File: src/rtl/machine_cmd_queue.sv
// Command FIFO ahead of the step engine: stores legal-tag {tag, a, b} words
// and drops illegal tags, counting them in a saturating reject counter.
module machine_cmd_queue #(
  parameter int unsigned DEPTH = 8,
  localparam int unsigned AW = $clog2(DEPTH)
) (
  input  logic          system1000,
  input  logic          system1000_rstn,
  input  logic          flush,
  input  logic          cmd_valid,
  output logic          cmd_ready,
  input  logic [2:0]    cmd_tag,
  input  logic [29:0]   cmd_a,
  input  logic [29:0]   cmd_b,
  output logic          issue_valid,
  input  logic          issue_ready,
  output logic [62:0]   issue_cmd,
  output logic [AW:0]   level,
  output logic [15:0]   reject_cnt,
  output logic          reject_pulse
);

  localparam logic [AW:0] FullLevel = (AW+1)'(DEPTH);
  localparam logic [AW:0] OneLevel  = (AW+1)'(1);

  typedef enum logic [1:0] {StEmpty, StActive, StFull} state_e;

  state_e          state_q, state_d;
  logic [AW-1:0]   wr_ptr_q, wr_ptr_d;
  logic [AW-1:0]   rd_ptr_q, rd_ptr_d;
  logic [AW:0]     level_q, level_d;
  logic [15:0]     reject_cnt_q, reject_cnt_d;
  logic            reject_pulse_q, reject_pulse_d;
  logic [62:0]     mem [DEPTH];

  logic push, pop, legal, push_legal, wr_en;

  assign cmd_ready   = (state_q != StFull);
  assign issue_valid = (state_q != StEmpty);
  assign push        = cmd_valid & cmd_ready;
  assign pop         = issue_valid & issue_ready;
  assign legal       = (cmd_tag <= 3'b100);
  assign push_legal  = push & legal;

  always_comb begin
    state_d        = state_q;
    wr_ptr_d       = wr_ptr_q;
    rd_ptr_d       = rd_ptr_q;
    level_d        = level_q;
    reject_cnt_d   = reject_cnt_q;
    reject_pulse_d = 1'b0;
    wr_en          = 1'b0;
    if (flush) begin
      // Handshakes in a flush cycle complete but leave no trace.
      state_d  = StEmpty;
      wr_ptr_d = '0;
      rd_ptr_d = '0;
      level_d  = '0;
    end else begin
      if (push & ~legal) begin
        reject_pulse_d = 1'b1;
        if (reject_cnt_q != 16'hFFFF) reject_cnt_d = reject_cnt_q + 16'd1;
      end
      if (push_legal) begin
        wr_en    = 1'b1;
        wr_ptr_d = wr_ptr_q + 1'b1;
      end
      if (pop) rd_ptr_d = rd_ptr_q + 1'b1;
      case ({push_legal, pop})
        2'b10:   level_d = level_q + OneLevel;
        2'b01:   level_d = level_q - OneLevel;
        default: level_d = level_q;
      endcase
      unique case (state_q)
        StEmpty:  if (push_legal) state_d = StActive;
        StActive: begin
          if (push_legal && !pop && level_q == FullLevel - OneLevel) state_d = StFull;
          else if (pop && !push_legal && level_q == OneLevel)       state_d = StEmpty;
        end
        StFull:   if (pop) state_d = StActive;
        default:  state_d = StEmpty;
      endcase
    end
  end

  always_ff @(posedge system1000 or negedge system1000_rstn) begin
    if (!system1000_rstn) begin
      state_q        <= StEmpty;
      wr_ptr_q       <= '0;
      rd_ptr_q       <= '0;
      level_q        <= '0;
      reject_cnt_q   <= '0;
      reject_pulse_q <= 1'b0;
    end else begin
      state_q        <= state_d;
      wr_ptr_q       <= wr_ptr_d;
      rd_ptr_q       <= rd_ptr_d;
      level_q        <= level_d;
      reject_cnt_q   <= reject_cnt_d;
      reject_pulse_q <= reject_pulse_d;
    end
  end

  // Storage is not reset; only entries below level are ever visible.
  always_ff @(posedge system1000) begin
    if (wr_en) mem[wr_ptr_q] <= {cmd_tag, cmd_a, cmd_b};
  end

  assign issue_cmd    = issue_valid ? mem[rd_ptr_q] : '0;
  assign level        = level_q;
  assign reject_cnt   = reject_cnt_q;
  assign reject_pulse = reject_pulse_q;

endmodule

File: config.mk
export PLATFORM = sky130hd
export DESIGN_NAME = machine_cmd_queue
export DESIGN_NICKNAME = d
export VERILOG_FILES = /design/src/rtl/machine_cmd_queue.sv
export SDC_FILE = /design/constraint.sdc
export NUM_CORES = 1
export LEC_CHECK = 0
export CAP_MARGIN = 40
export CORE_MARGIN = 2
export CORE_UTILIZATION = 56
export CTS_BUF_LIST = sky130_fd_sc_hd__clkbuf_4 sky130_fd_sc_hd__clkbuf_8 sky130_fd_sc_hd__clkbuf_16
export DETAILED_ROUTE_END_ITERATION = 6
export PLACE_DENSITY = 0.77
export RECOVER_POWER = 25
export SYNTH_ARGS = -nofsm -noshare
export SYNTH_HDL_FRONTEND = slang
export SYNTH_SLANG_ARGS = --single-unit
File: constraint.sdc
create_clock -name system1000 -period 17.7 [get_ports system1000]
set_clock_uncertainty 0.1 [all_clocks]
set_input_delay 3.54 -clock system1000 [delete_from_list [all_inputs] [get_ports system1000]]
set_output_delay 3.54 -clock system1000 [all_outputs]
set_load 0.02 [all_outputs]
==> impl_summary.md <==
Worst hold path
The number of cells traversed by the worst hold path is 1. The launch instance of the worst min-delay path is reject_cnt[10]. The path category of the worst min-delay check is reg -> reg.

The worst min-delay path endpoint is reject_cnt[10].

Critical path
The worst setup path startpoint is rd_ptr_q[0]. The peak fanout along the critical path is 39. The setup slack on the worst flop-to-flop path is 14.51 ns. For the worst setup path, the data required time is 14.06 ns.

The critical path class is reg -> out. Data on the critical path arrives at its endpoint at between 4 and 5 ns. STA classifies the critical path endpoint as an output port. The worst setup path is launched from a flip-flop. The number of cells on the worst reg-to-reg path is 6. The launch point of the worst reg-to-reg path is state_q[0].

The worst reg2reg path endpoint is mem[4][50].

Route
The number of remaining DRC errors is 0. The number of violations reported at the end of detailed-routing iteration 0 is 712. The count of nets left with antenna violations once routing finished came out at 0. After detailed routing, the number of vias per cell comes to 5.938. The routed length per instance is 24.46 um. The overall routed net length is 40.49 mm. The length of the first detailed-routing pass in iterations is 5. The via total after detailed routing is 9828.

STA
The final total negative setup slack is 0 ns. The max-slew violation count is 30. Static timing analysis puts the maximum clock frequency at 0.1250 GHz. At the pin with the least slew margin, the transition time is 1.708 ns.

The final count of negative-setup-slack endpoints is 0. Setup repair after global routing left no endpoint under its margin. The worst slew margin relative to its limit is -0.1385. The hold violation count in the final report is 0.

The time the final worst path needs with I/O delays and setup is 8.002 ns. The final critical-path share of the clock period is 0.4521.

Yosys
The share of the Yosys chip area taken by registers is 0.7675. The number of different library cells used by synthesis comes to between 40 and 50. The number of nets in the synthesized netlist is 1035. The main flop type after synthesis is edfxtp_1.

The share of flip-flops with an asynchronous set or reset after synthesis is 0.05441. After synthesis, the largest family of logic cells by area is multiplexers. The top cell type's share of synthesized area is 0.7324. The share of synthesized area spent on multiplexers is 0.1715. During synthesis, Yosys emitted a total of 0 warnings. Averaged over all synthesized cells, the footprint is 21.50 um^2. The synthesized cell area is 0.02066 mm^2. The post-synthesis share of cell area spent on xor and xnor gates is 0.007206. Ranked by total cell area, the synthesized netlist is headed by edfxtp_1, mux4_2, dfrtp_1. The compound-gate portion of the synthesized area is 0.005571. The instance count of the mapped netlist is 961. Of the total synthesized cell area, the portion taken by full adders, half adders and majority gates is 0.003633.

The synthesized design contains 504 enable-type register cells. The cell type with the highest aggregate area in the netlist is edfxtp_1. Of the total synthesized cell area, the portion taken by AND, OR, NAND and NOR gates is 0.03276. The flip-flop and latch count after synthesis is around 530.

Clocking
The hold buffer count at cts is 0. Counting the buffers created by CTS gives 52. In this run the deepest clock path goes through 3 buffers. The source-to-sink clock delay at the later pin of the worst-skew pair is 0.56 ns.

The clock slew seen by the registers of the worst setup and hold paths is ~0.06 ns. The number of setup buffers added after CTS is 0. The number of gates resized after CTS is 0. TritonCTS built the clock tree. The TritonCTS sink count is around 530.

In this run the number of H-tree levels came out at 2. The cell sitting at the root of the clock tree is a clkbuf_16.

Placement
The wire-length estimate of the detail-placed layout is about 22 mm. The congestion estimate from routability-driven global placement came to 0.7301. Port buffering added 153 buffers.

Cells and area
Of the cells placed in the final design, the portion with a size suffix greater than 1 is 0.2107. The most frequent standard cell in the layout excluding fill and tap cells is edfxtp_1. For this run, the post-layout net count is 1220. The top cell types in the final layout, fill and taps aside, are edfxtp_1, mux4_2, clkdlybuf4s50_1. The area growth from synthesis to layout is 19.07%.

Floorplanning
The area inside the core boundary is roughly 0.036 mm^2. The die area is 0.03845 mm^2. The number of primary I/O pins is roughly 150. The die is 196.1 um tall. The number of standard-cell rows in the floorplan is 70. The width of the die is 196.1 um.

For this configuration, the core starts out at a cell density of 0.5671.

Status
The flow ran to the end, but the final reports show violations. The final reports fail on capacitance limit, slew limit.

Flow run
The number of max-cap violations is 1.

GRT
The largest net degree at the start of global routing is 58. The total congestion overflow is 0. The initial antenna violation count is 8. The wire length of the first global-routing pass is 61.33 mm.

The number of global-route vias before repair is about 10000. In the global route stage, overall resource usage came out at 0.2154.

Pwr
The static leakage is 7.687 nW. The overall power is ~2.6 mW. Across the VDD grid, the largest voltage drop is ~0.080 mV. The total power divided by cell area is 107.3 mW/mm^2.
[per-layer routing]
metal	vias up	share of wire	routed length [um]	track usage
li1	4301	-	-	-
met1	5118	0.41	16640	0.3047
met2	330	0.50	20150	0.3437
met3	73	0.069	2811	0.04693
met4	6	0.021	844	0.06510
met5	-	0.0011	45	0
[synthesized netlist by cell type (all sizes together), types with 4 or more instances]
cell and instances:
edfxtp 504, mux4 126, nor2 83, mux2i 66, buf 30, dfrtp 29, nand2 19, clkbuf 16
xnor2 13, a21oi 7, nand3 7, ha 6, nand2b 6, nand4 6, nor3 6, inv 5
o21ai 5, and3 4, mux2 4, xor2 4
[power by group]
| part | total (mW) | leakage, nW | internal, mW | switching [mW] |
|---|---|---|---|---|
| sequential | 1.41 | 4.93 | 1.40 | 0.0145 |
| combinational | 0.164 | 1.93 | 0.0797 | 0.0843 |
| clock | 1.06 | 0.825 | 0.628 | 0.436 |
[per-stage QoR]
stage	std cells	hold slack, ns	area (um^2)	utilization	worst slack, ns
after floorplan	961	0.4174	20660	-	8.632
after global placement	1552	0.3903	22750	0.6244	9.726
after detailed placement	1560	0.4045	22940	0.6296	10.16
after CTS	1650	0.4176	24590	0.6750	9.543
after global routing	1653	0.4484	24600	0.6751	9.249
final	1655	0.4112	24600	0.6753	9.698
[logic make-up (layout without fill, tap and decap cells)]
logic type,after synthesis,count (layout)
AOI/OAI and AO/OA,18,18
xor gates and xnor gates,17,17
adders and majority gates,6,6
buffers and inverters,51,272
DFF,533,533
muxes,196,196
other,0,5
and+or+nand+nor,140,140
[area by class of cell]
cell class	count	area (um^2)
Tap cell	468	585.6
Antenna cell	5	12.51
Inverter	5	18.77
Multi-Input combinational cell	377	4622
Sequential cell	533	15870
Clock inverter	26	221.5
Clock buffer	64	1434
Timing Repair Buffer	177	1838
Fill cell	2257	11830
[worst max path at each step]
stage / end / slack, ns / depth (start not counted)
2_1_floorplan: mem[0][0] / 8.63 / 4
3_3_place_gp: issue_cmd[44] / 9.73 / 6
3_5_place_dp: issue_cmd[44] / 10.16 / 8
4_1_cts: issue_cmd[44] / 9.54 / 8
5_1_grt: issue_cmd[44] / 9.25 / 8
6_report: issue_cmd[44] / 9.70 / 8
[flip-flops by register name, indices dropped and copies added, names as in the netlist]
register      count
wr_ptr_q          3
mem             504
reject_cnt       16
state_q           2
rd_ptr_q          3
level             4
reject_pulse      1
[critical path, cell delays in order (launching register included)]
cell,delay (ns)
dfrtp_4,0.85
buf_4,0.43
buf_16,0.32
buf_4,0.46
buf_12,0.29
mux4_2,0.53
mux2i_1,0.24
nor2_1,0.06
clkdlybuf4s50_1,0.54
No activity file was read; power rests on OpenSTA's default activity.
